**config.mk**
```make
export PLATFORM = sky130hd
export DESIGN_NAME = btn_charge_meter
export DESIGN_NICKNAME = d
export VERILOG_FILES = /design/src/rtl/btn_charge_meter.sv
export SDC_FILE = /design/constraint.sdc
export NUM_CORES = 1
export LEC_CHECK = 0
export ABC_CLOCK_PERIOD_IN_PS = 2920
export CORE_MARGIN = 5
export CORE_UTILIZATION = 40
export DETAILED_ROUTE_END_ITERATION = 12
export PLACE_DENSITY = 0.61
export RECOVER_POWER = 50
export SLEW_MARGIN = 30
export SYNTH_ARGS = -nofsm -noshare
export SYNTH_HDL_FRONTEND = slang
export SYNTH_SLANG_ARGS = --single-unit
```
**constraint.sdc**
```tcl
create_clock -name clk_machine -period 2.92 [get_ports clk_machine]
set_clock_uncertainty 0.15 [all_clocks]
set_input_delay 0.584 -clock clk_machine [delete_from_list [all_inputs] [get_ports clk_machine]]
set_output_delay 0.584 -clock clk_machine [all_outputs]
set_load 0.01 [all_outputs]
```
**src/rtl/btn_charge_meter.sv**
```systemverilog
// Button squeeze meter: synchronizes and debounces the player button, then charges
// a squeeze level while held and fires a launch velocity on release. Optional macro: CHARGE_AUTO_RELEASE_EN.
module btn_charge_meter #(
    parameter int unsigned DEBOUNCE_CYCLES  = 250000,
    parameter int unsigned STEP_CYCLES      = 1000000,
    parameter int unsigned V_BASE           = 16,
    parameter int unsigned V_STEP           = 8,
    parameter int unsigned AUTO_HOLD_CYCLES = 25000000
) (
    input  logic        clk_machine,
    input  logic        rst_machine,
    input  logic        i_btn,
    input  logic        i_arm,
    output logic        o_btn_db,
    output logic        o_charging,
    output logic [3:0]  o_squeeze,
    output logic [10:0] o_v_init,
    output logic        o_fire
);

    localparam int unsigned DB_W    = $clog2(DEBOUNCE_CYCLES + 1);
    localparam int unsigned STEP_W  = $clog2(STEP_CYCLES + 1);
    localparam int unsigned SQ_W    = 4;
    localparam int unsigned V_W     = 11;
    localparam int unsigned SUM_W   = 12;
    localparam logic [SQ_W-1:0] SQ_MAX = SQ_W'(14);

    typedef enum logic [1:0] {
        S_IDLE     = 2'd0,
        S_CHARGE   = 2'd1,
        S_FIRE     = 2'd2,
        S_WAIT_REL = 2'd3
    } state_t;

    logic              sync1, sync2, db_prev;
    logic [DB_W-1:0]   db_cnt;
    logic              db_rise_c, db_fall_c;

    state_t            state, state_n;
    logic [STEP_W-1:0] step_cnt, step_n;
    logic [SQ_W-1:0]   squeeze_n;
    logic [V_W-1:0]    v_init_n;
    logic              fire_n, charging_n;
    logic [SUM_W-1:0]  v_sum_c;
    logic [V_W-1:0]    v_clip_c;
    logic              hold_done_c;

    // Two-flop synchronizer followed by a consecutive-cycle debounce counter
    always_ff @(posedge clk_machine) begin
        if (rst_machine) begin
            sync1    <= 1'b0;
            sync2    <= 1'b0;
            o_btn_db <= 1'b0;
            db_prev  <= 1'b0;
            db_cnt   <= '0;
        end else begin
            sync1   <= i_btn;
            sync2   <= sync1;
            db_prev <= o_btn_db;
            if (sync2 != o_btn_db) begin
                if (db_cnt == DB_W'(DEBOUNCE_CYCLES - 1)) begin
                    o_btn_db <= sync2;
                    db_cnt   <= '0;
                end else begin
                    db_cnt <= db_cnt + DB_W'(1);
                end
            end else begin
                db_cnt <= '0;
            end
        end
    end

    assign db_rise_c = o_btn_db & ~db_prev;
    assign db_fall_c = ~o_btn_db & db_prev;

    // Launch velocity, clipped to the 11-bit output range
    assign v_sum_c  = SUM_W'(V_BASE) + SUM_W'(o_squeeze) * SUM_W'(V_STEP);
    assign v_clip_c = (v_sum_c > SUM_W'(2047)) ? {V_W{1'b1}} : v_sum_c[V_W-1:0];

`ifdef CHARGE_AUTO_RELEASE_EN
    localparam int unsigned HOLD_W = $clog2(AUTO_HOLD_CYCLES + 1);

    logic [HOLD_W-1:0] hold_cnt, hold_n;
    logic              auto_fired, auto_n;

    assign hold_done_c = (o_squeeze == SQ_MAX) && (hold_cnt == HOLD_W'(AUTO_HOLD_CYCLES - 1));

    always_ff @(posedge clk_machine) begin
        if (rst_machine) begin
            hold_cnt   <= '0;
            auto_fired <= 1'b0;
        end else begin
            hold_cnt   <= hold_n;
            auto_fired <= auto_n;
        end
    end
`else
    logic [31:0] unused_hold;

    // Auto-release compiled out: the hold time has no effect on this build
    assign unused_hold = 32'(AUTO_HOLD_CYCLES);
    assign hold_done_c = 1'b0;
`endif

    // State and registered outputs
    always_ff @(posedge clk_machine) begin
        if (rst_machine) begin
            state      <= S_IDLE;
            step_cnt   <= '0;
            o_squeeze  <= '0;
            o_v_init   <= '0;
            o_fire     <= 1'b0;
            o_charging <= 1'b0;
        end else begin
            state      <= state_n;
            step_cnt   <= step_n;
            o_squeeze  <= squeeze_n;
            o_v_init   <= v_init_n;
            o_fire     <= fire_n;
            o_charging <= charging_n;
        end
    end

    // Next-state and next-output logic
    always_comb begin
        state_n   = state;
        step_n    = step_cnt;
        squeeze_n = o_squeeze;
        v_init_n  = o_v_init;
        fire_n    = 1'b0;
`ifdef CHARGE_AUTO_RELEASE_EN
        hold_n    = hold_cnt;
        auto_n    = auto_fired;
`endif
        case (state)
            S_IDLE: begin
                step_n    = '0;
                squeeze_n = '0;
`ifdef CHARGE_AUTO_RELEASE_EN
                hold_n    = '0;
                auto_n    = 1'b0;
`endif
                if (db_rise_c) begin
                    state_n = i_arm ? S_CHARGE : S_WAIT_REL;
                end
            end
            S_CHARGE: begin
                if (!i_arm) begin
                    // Abort outranks a release landing on the same cycle
                    state_n   = o_btn_db ? S_WAIT_REL : S_IDLE;
                    squeeze_n = '0;
                    step_n    = '0;
`ifdef CHARGE_AUTO_RELEASE_EN
                    hold_n    = '0;
`endif
                end else if (db_fall_c || hold_done_c) begin
                    state_n  = S_FIRE;
                    fire_n   = 1'b1;
                    v_init_n = v_clip_c;
`ifdef CHARGE_AUTO_RELEASE_EN
                    auto_n   = ~db_fall_c;
`endif
                end else begin
                    if (step_cnt == STEP_W'(STEP_CYCLES - 1)) begin
                        step_n = '0;
                        if (o_squeeze != SQ_MAX) begin
                            squeeze_n = o_squeeze + SQ_W'(1);
                        end
                    end else begin
                        step_n = step_cnt + STEP_W'(1);
                    end
`ifdef CHARGE_AUTO_RELEASE_EN
                    hold_n = (o_squeeze == SQ_MAX) ? hold_cnt + HOLD_W'(1) : '0;
`endif
                end
            end
            S_FIRE: begin
                squeeze_n = '0;
                step_n    = '0;
`ifdef CHARGE_AUTO_RELEASE_EN
                hold_n    = '0;
                auto_n    = 1'b0;
                state_n   = auto_fired ? S_WAIT_REL : S_IDLE;
`else
                state_n   = S_IDLE;
`endif
            end
            S_WAIT_REL: begin
                if (!o_btn_db) begin
                    state_n = S_IDLE;
                end
            end
            default: begin
                state_n = S_IDLE;
            end
        endcase
        charging_n = (state_n == S_CHARGE);
    end

endmodule

```
### Word-level counts from Yosys, hierarchy flattened

Index checks and enable logic that the tools add are counted.

* reductions and logical operators: 9
* $lt $le $gt $ge: 1
* multiplexer cells: 18
* add/subtract/negate cells: 4
* div/mod/pow operators: 0
* eq/ne operators: 11
* $mul: 0
* shifts and indexed selects: 0
* bitwise logic cells: 7

Operator list (number)
* 20-bit two-way mux: 3
* 20-bit case mux with 2 select lines: 1
* 20-bit by 1-bit adder with 20-bit output (second input constant): 1
* 20-bit equality test (second input constant): 1
* 18-bit by 1-bit adder with 18-bit output (second input constant): 1
* 18-bit equality test (second input constant): 1
* 4-bit two-way mux: 4
* 2-bit two-way mux: 6
* 8-bit by 11-bit greater-than comparator with 1-bit output (second input constant): 1
* 11-bit two-way mux: 1
* 3-bit != test (second input constant): 3
* 5-bit by 7-bit adder with 8-bit output (first input constant): 1
* 2-bit case mux with 4 select lines: 1
* 4-bit case mux with 2 select lines: 1
* 3-bit OR reduction: 2
* 1-bit NOT: 5
* 4-bit by 1-bit adder with 4-bit output (second input constant): 1
* 2-bit by 1-bit equality test with 1-bit output (second input constant): 2
* 2-bit equality test (second input constant): 2
* 4-bit != test (second input constant): 1
* 2-bit AND reduction: 2
* 4-bit AND reduction: 1
* 3-bit AND reduction: 1
* 1-bit bitwise AND: 2
* other kinds (5): 5

* bits of input ports: 4
* memory bits (read-only): 0
* memory bits (writable): 0
* bits in registers: 61
* logic and storage cells: 61
* latch bits: 0
* output and inout bits: 18
* memories kept: 0

### Longest topological paths before layout

Gate-level depths: netlist of the first run.

* depth in word-level cells: 6
* mapped depth: 8
* mapped depth without buffers: 6

### Least setup slack after synthesis of the first run

Ideal clock, no wire load.

* path kind: input to register
* start: input i_arm
* end: register step_cnt[15]
* cell stages on the path: 5
* path buffers: 0
* required time: 2664 ps
* setup time: 106 ps
* setup slack: 915 ps
* arrival: 1749 ps
* path through: nand2_2 > or3_4 > a21o_1 > or4_1 > o311ai_0

* word-level cells in the longest chain between the ends: 2
* elaborated cells between the ends (all ways): 4
* classes of those cells: eq/ne: 1; mux: 2; reduce/logical: 1

RTL lines
* from (decl): line 13 `input logic i_arm,`
* 20-bit two-way mux / 3-bit != test (equally long branches)
* 20-bit case mux with 2 select lines / 2-bit AND reduction (equally long branches)
* to (signal assigned): line 116 `step_cnt <= step_n;`
* to (decl): line 40 `logic [STEP_W-1:0] step_cnt, step_n;`

Parallel ways exist; a longest one is shown, timed or not.
A chain may end at the register's enable or synchronous reset.

### Worst setup path in the final report of the first run

* start: input rst_machine
* end: register db_cnt[3]

* word-level cells in the longest chain between the ends: 1

RTL lines
* from (decl): line 11 `input logic rst_machine,`
* 3-bit OR reduction (no source line)
* to (signal assigned): line 65 `db_cnt <= db_cnt + DB_W'(1);`
* to (decl): line 36 `logic [DB_W-1:0] db_cnt;`

Every way passes these cells.

==> run_results.csv, run 1 <==
group,metric,value,unit
status,status,"finished, final reports clean",
synthesis,yosys.area_share.simple,0.340,
cts,postCtsSetupRepairBufs,0,
sta,tns,0,ns
floorplan,fp-row-count,30,
setup_path,worstPathRequired,2.93,ns
sta,worstMarginPinSlew,0.944,ns
sta,maxSlewViolCount,0,
power_and_ir_drop,clkPwrFrac,0.370,
cts,cts_tree,"done",
floorplan,io_pins,22,
cts,clock_path_buffers,2,
placed_design,io_buffers,15,
synthesis,synth.top_cell.area_share,0.394,
global_route,antenna_found_initial,0,
finish,final_util,0.457,
cts,cts-hold-fix-buffers,0,
setup_path,cp_slowest_stage_delay,0.84,ns
sta,hold_ws,0.309,ns
cts,cts_sinks,55,
sta,fmax,0.410,GHz
synthesis,synth_area,0.00280,mm^2
synthesis,yosysUniqueCellTypes,49,
power_and_ir_drop,power.density,395,mW/mm^2
synthesis,yosys-top-cells-area,"dfxtp_1 (39%), nor2_1 (6.2%), nand3_1 (5.2%)",
route,firstDrtPassIters,4,
power_and_ir_drop,irDropWorstVdd,0.180,mV
setup_path,path_cells,"dlygate4sd3_1, nand2b_1, or2_0, nor2_1",
setup_path,cpMaxStageDelayCell,"dlygate4sd3_1",
route,wl_per_cell,13.2,um
route,via_per_inst,5.26,
global_route,grtUsageMet3,0.0265,
finish,finalNetCount,364,
setup_path,path_class,"input port to flop",
synthesis,yosysWarnings,0,
synthesis,async_flop_share,0,
global_route,gr-total-overflow,0,
sta,finalSetupViolCount,0,
finish,final_layout_size_suffix_gt1_frac,0.0506,
route,dr_total_vias,2377,
synthesis,synth_flop_cell,"dfxtp_1",
floorplan,die_w,93.6,um
synthesis,synth_top_family_by_area,"simple AND/OR/NAND/NOR gates",
cts,clk_pin_slew,0.10,ns
job,cap_violations,0,
power_and_ir_drop,switching_share,0.238,
route,postRouteAntennaNets,0,
sta,relSlewSlack,0.371,
global_route,grt_pass1_wl,10.6,mm
global_route,met2_usage,0.227,
floorplan,initial_utilization,0.411,
cts,clkLatencyLatePin,0.31,ns
sta,rsz0062_at_grt,"no",
power_and_ir_drop,combPwrFrac,0.018,
sta,finalHoldViolations,0,
placed_design,gp_congestion,0.885,
floorplan,die_y,93.6,um
sta,min_period_over_period,0.835,
synthesis,synth-compound-area-share,0.102,
power_and_ir_drop,leakagePower,0.00104,uW
setup_path,start_kind,"input port",
synthesis,muxShareOfSynthArea,0.0179,
min_path,min_path_type,"flop to flop",
global_route,use_met1,0.208,
synthesis,postSynthAreaPerCell,8.15,um^2
power_and_ir_drop,seqPwrFrac,0.612,
global_route,top_usage_layer,"met2",
cts,h-tree-depth,2,
synthesis,yosysSeqAreaShare,0.394,
setup_path,path_max_fanout,17,
global_route,grt_usage,0.147,
cts,cts_root_buf,"clkbuf_8",
synthesis,synth-xor-area-share,0.0658,
route,drc_errors,0,
power_and_ir_drop,switching_power,292,uW
finish,area_delta_synth_final,11.1,%
cts,cts_resized,0,
setup_path,crit_path_end_kind,"flop",
route,first_iter_violations,106,
synthesis,synth_area_leader_cell,"dfxtp_1",
global_route,first_global_vias,2248,
sta,fin_crit,2.44,ns
setup_path,arrival,2.45,ns
synthesis,syn_inst,343,
route,drt_wl_total,5.96,mm
synthesis,synth_seq_cells,55,
synthesis,synth_adder_area_share,0.0260,
cts,cts_buffers,5,
power_and_ir_drop,p_int,936,uW
floorplan,die_area,0.00876,mm^2
placed_design,dp_hpwl,4.30,mm
floorplan,core_area,0.00679,mm^2
global_route,grt_start_max_net_pins,20,
finish,diodes,0,
synthesis,synth_edf_count,0,
power by group through the flow:
stage               Clock [uW]  Combinational [uW]  Sequential, uW
floorplan                    0                21.2             769
global placement             0                23.9             770
detailed placement           0                24.1             770
CTS                        475                24.2             753
global route               504                25.4             753
finish                     454                22.1             752
per-layer routing:
metal	wire, um	vias to the layer above
met2	2590	52
met1	2990	1096
met3	329	6
li1	-	1223
met4	60	0
met5	0	-
cell type report:
cell class	count	area [um^2]
clock buffers	5	68.8
clock inverters	3	27.5
fillers	680	3690
inverters	10	37.5
multi-input cells	262	1560
flip-flops and latches	55	1100
well taps	96	120
repair buffers	21	188
critical path: cells and delay by family:
| kind | cells | cell delay, ns |
|---|---|---|
| simple gates | 3 | 1.01 |
| buf+inv | 1 | 0.84 |
sequential cells by signal, indices dropped and copies added, names as in the netlist, 2 cells and up:
name       flops
o_v_init       5
state          2
step_cnt      20
o_squeeze      4
db_cnt        18
path summary, 6_finish.rpt:
check / start / end / slack, ns / cells past startpoint
setup / recovery: rst_machine / db_cnt[3]$_SDFF_PP0_ / 0.48 / 4
hold / removal: sync1$_SDFF_PP0_ / sync2$_SDFF_PP0_ / 0.31 / 1
setup reg to reg: db_cnt[0]$_SDFF_PP0_ / db_cnt[3]$_SDFF_PP0_ / 0.54 / 5
hold reg to reg: sync1$_SDFF_PP0_ / sync2$_SDFF_PP0_ / 0.31 / 1
placed cells by master (no fill, tap or decap), types with 2 or more instances in the layout:
cell type / instances
nand2_1: 33
nor3_1: 6
dlygate4sd3_1: 10
inv_1: 10
conb_1: 6
nor4b_1: 3
o21ai_0: 7
a31oi_1: 9
or3_1: 3
clkbuf_8: 5
clkdlybuf4s50_1: 5
a211oi_1: 2
ha_1: 5
nor2_1: 46
and4_1: 5
nand3_1: 29
or4_1: 4
dfxtp_1: 55
nand2b_1: 5
nor4_1: 6
and2_1: 5
mux2i_1: 5
nand4b_1: 5
and3_1: 7
o311ai_0: 2
xor2_1: 14
clkbuf_1: 2
a22o_1: 2
buf_4: 4
a21oi_1: 16
xnor2_1: 7
nand4_1: 9
nor2b_1: 5
cell usage after synthesis, drive strengths merged, types with 3 or more instances:
library cell,count
clkbuf,9
buf,12
a21oi,16
o21ai,7
and4,5
xor2,14
nand4b,5
nor2b,5
and3,7
nand2,34
nor2,46
nor4b,3
nand2b,5
or3,4
nor3,6
ha,5
or4,4
a211oi,3
a31oi,9
dfxtp,55
nor4,8
xnor2,7
nand4,9
and2,6
mux2i,5
inv,10
nand3,29
kinds of logic after synthesis:
logic type / after synthesis
muxes: 5
AOI/OAI and AO/OA: 45
buffers and inverters: 31
adders and majority gates: 6
and+or+nand+nor: 179
DFF: 55
other: 1
xor gates and xnor gates: 21
stage by stage:
stage | area, um^2 | instances | total power [uW] | setup WS (ns)
6_report | 3110 | 452 | 1230 | 0.483
5_1_grt | 3110 | 452 | 1280 | 0.273
2_1_floorplan | 2810 | 348 | 790 | 0.915
4_1_cts | 3110 | 452 | 1250 | 0.596
3_5_place_dp | 3020 | 444 | 794 | 0.275
3_3_place_gp | 3020 | 444 | 794 | 0.320
(Power assumes the default switching activity.)
==> inputs of run 2 (changes only) <==
ABC_CLOCK_PERIOD_IN_PS = 2300   (was 2920)
clock period = 2.3 ns   (was 2.92 ns; I/O delays follow)
==> run 2 against run 1 <==
Effect of this change: sequential power up 27%; largest power group unchanged; hold slack worse by 0.016 ns; first-iteration DRC count up 16%; sequential share of layout area down 1.3 points; largest cell class unchanged.
==> run_results.csv, run 2 (synthesized netlist as in run 1, its figures left out) <==
group,metric,value,unit
setup_path,cp_slowest_stage_delay,0.57,ns
sta,maxSlewViolCount,0,
floorplan,die_w,93.6,um
finish,final_cell_mix,"dfxtp_1 (55), nor2_1 (46), nand2_1 (33)",
cts,cts_resized,0,
finish,final_cells,469,
floorplan,die_area,0.00876,mm^2
power_and_ir_drop,power,1560,uW
floorplan,initial_utilization,0.411,
sta,hold_ws,0.293,ns
global_route,antenna_found_initial,0,
cts,cts_tree,"done",
floorplan,core_area,0.00679,mm^2
setup_path,path_cells,"dlygate4sd3_1, nand2_2, or3_4, a21o_1, or4_1, o311ai_0",
cts,cts-hold-fix-buffers,0,
sta,tns,0,ns
route,firstDrtPassIters,4,
power_and_ir_drop,switching_share,0.236,
setup_path,worstPathRequired,2.36,ns
route,postRouteAntennaNets,0,
finish,reg.largest.list,"step_cnt x20, db_cnt x18, o_v_init x5",
job,cap_violations,0,
global_route,gr-total-overflow,0,
power_and_ir_drop,switching_power,367,uW
sta,finalHoldViolations,0,
cts,h-tree-depth,2,
cts,cts_root_buf,"clkbuf_8",
placed_design,gp_congestion,0.892,
setup_path,cpMaxStageDelayCell,"dlygate4sd3_1",
power_and_ir_drop,clkPwrFrac,0.367,
sta,finalSetupViolCount,0,
power_and_ir_drop,combPwrFrac,0.020,
sta,min_period_over_period,0.941,
global_route,first_global_vias,2275,
setup_path,crit_path_end_kind,"flop",
finish,layout_commonest_cell,"dfxtp_1",
sta,fmax,0.462,GHz
route,first_iter_violations,123,
route,wl_per_cell,13.1,um
sta,fin_crit,2.17,ns
power_and_ir_drop,irDropWorstVdd,0.234,mV
finish,top_register,"step_cnt",
placed_design,place_area,0.00315,mm^2
sta,worstMarginPinSlew,0.619,ns
global_route,grt_usage,0.151,
min_path,min_path_type,"flop to flop",
power_and_ir_drop,power.density,483,mW/mm^2
setup_path,path_max_fanout,7,
global_route,grt_pass1_wl,10.9,mm
floorplan,io_pins,22,
placed_design,dp_hpwl,4.55,mm
cts,cts_buffers,5,
power_and_ir_drop,seqPwrFrac,0.613,
setup_path,arrival,2.22,ns
global_route,grt_start_max_net_pins,20,
finish,finalNetCount,381,
placed_design,io_buffers,15,
sta,rsz0062_at_grt,"no",
finish,fin_area,0.00323,mm^2
route,dr_total_vias,2462,
floorplan,fp-row-count,30,
cts,clk_pin_slew,0.11,ns
finish,area_delta_synth_final,15.4,%
route,drc_errors,0,
cts,postCtsSetupRepairBufs,0,
setup_path,path_class,"input port to flop",
finish,largest_reg_flops,20,
placed_design,dp.cells,461,
cts,cts_sinks,55,
cts,clock_path_buffers,2,
status,status,"finished, final reports clean",
sta,relSlewSlack,0.584,
setup_path,start_kind,"input port",
finish,diodes,0,
power_and_ir_drop,leakagePower,0.00113,uW
route,via_per_inst,5.25,
power_and_ir_drop,p_int,1190,uW
route,drt_wl_total,6.14,mm
cts,clkLatencyLatePin,0.32,ns
floorplan,die_y,93.6,um
finish,final_layout_size_suffix_gt1_frac,0.0912,
-- run 2: changes by cell type in the layout (fill, tap and decap cells not counted), sizes merged --
cell           delta
buf              +14
clkdlybuf4s50     -4
dlygate4sd3       +4
clkbuf            +3
clkinv            +2
clkinvlp          -1
inv               -1
-- run 2: final timing paths --
path / to / from / slack (ns) / depth (start not counted)
hold / removal: sync2$_SDFF_PP0_ / sync1$_SDFF_PP0_ / 0.29 / 1
setup reg to reg: step_cnt[5]$_SDFFE_PP0P_ / step_cnt[0]$_SDFFE_PP0P_ / 0.17 / 7
hold reg to reg: sync2$_SDFF_PP0_ / sync1$_SDFF_PP0_ / 0.29 / 1
setup / recovery: step_cnt[13]$_SDFFE_PP0P_ / i_arm / 0.13 / 6
-- run 2: per-layer routing --
| layer | GRT usage | vias up | wire length (um) | part of all wire |
|---|---|---|---|---|
| met4 | 0.0445 | 0 | 66 | 0.011 |
| li1 | - | 1261 | - | - |
| met3 | 0.0265 | 5 | 319 | 0.052 |
| met2 | 0.235 | 71 | 2720 | 0.44 |
| met1 | 0.214 | 1125 | 3040 | 0.49 |
| met5 | 0 | - | 0 | 0 |
-- run 2: per-stage QoR --
step | util | worst slack [ns]
after floorplan | - | 0.329
after global placement | 0.463 | -0.112
after global routing | 0.475 | 0.0450
final | 0.475 | 0.135
after CTS | 0.477 | 0.179
after detailed placement | 0.463 | -0.130
-- run 2: area by class of cell --
| cell class | instances | area [um^2] |
|---|---|---|
| fillers | 676 | 3570 |
| flip-flops and latches | 55 | 1100 |
| clock buffers | 5 | 68.8 |
| well taps | 96 | 120 |
| inverters | 10 | 37.5 |
| repair buffers | 38 | 305 |
| multi-input cells | 262 | 1560 |
| clock inverters | 3 | 28.8 |
-- run 2: worst max-delay path: cells and delay by family --
family | cells | cell delay, ns
AO/OA/AOI/OAI | 2 | 0.33
buffers and inverters | 1 | 0.57
AND/OR/NAND/NOR | 3 | 0.87
-- run 2: power groups by stage --
stage	sequential (uW)	clock [uW]	combinational, uW
floorplan	977	0	26.9
global placement	977	0	33.0
detailed placement	977	0	33.4
CTS	955	592	33.4
global route	956	624	34.7
finish	955	571	30.5
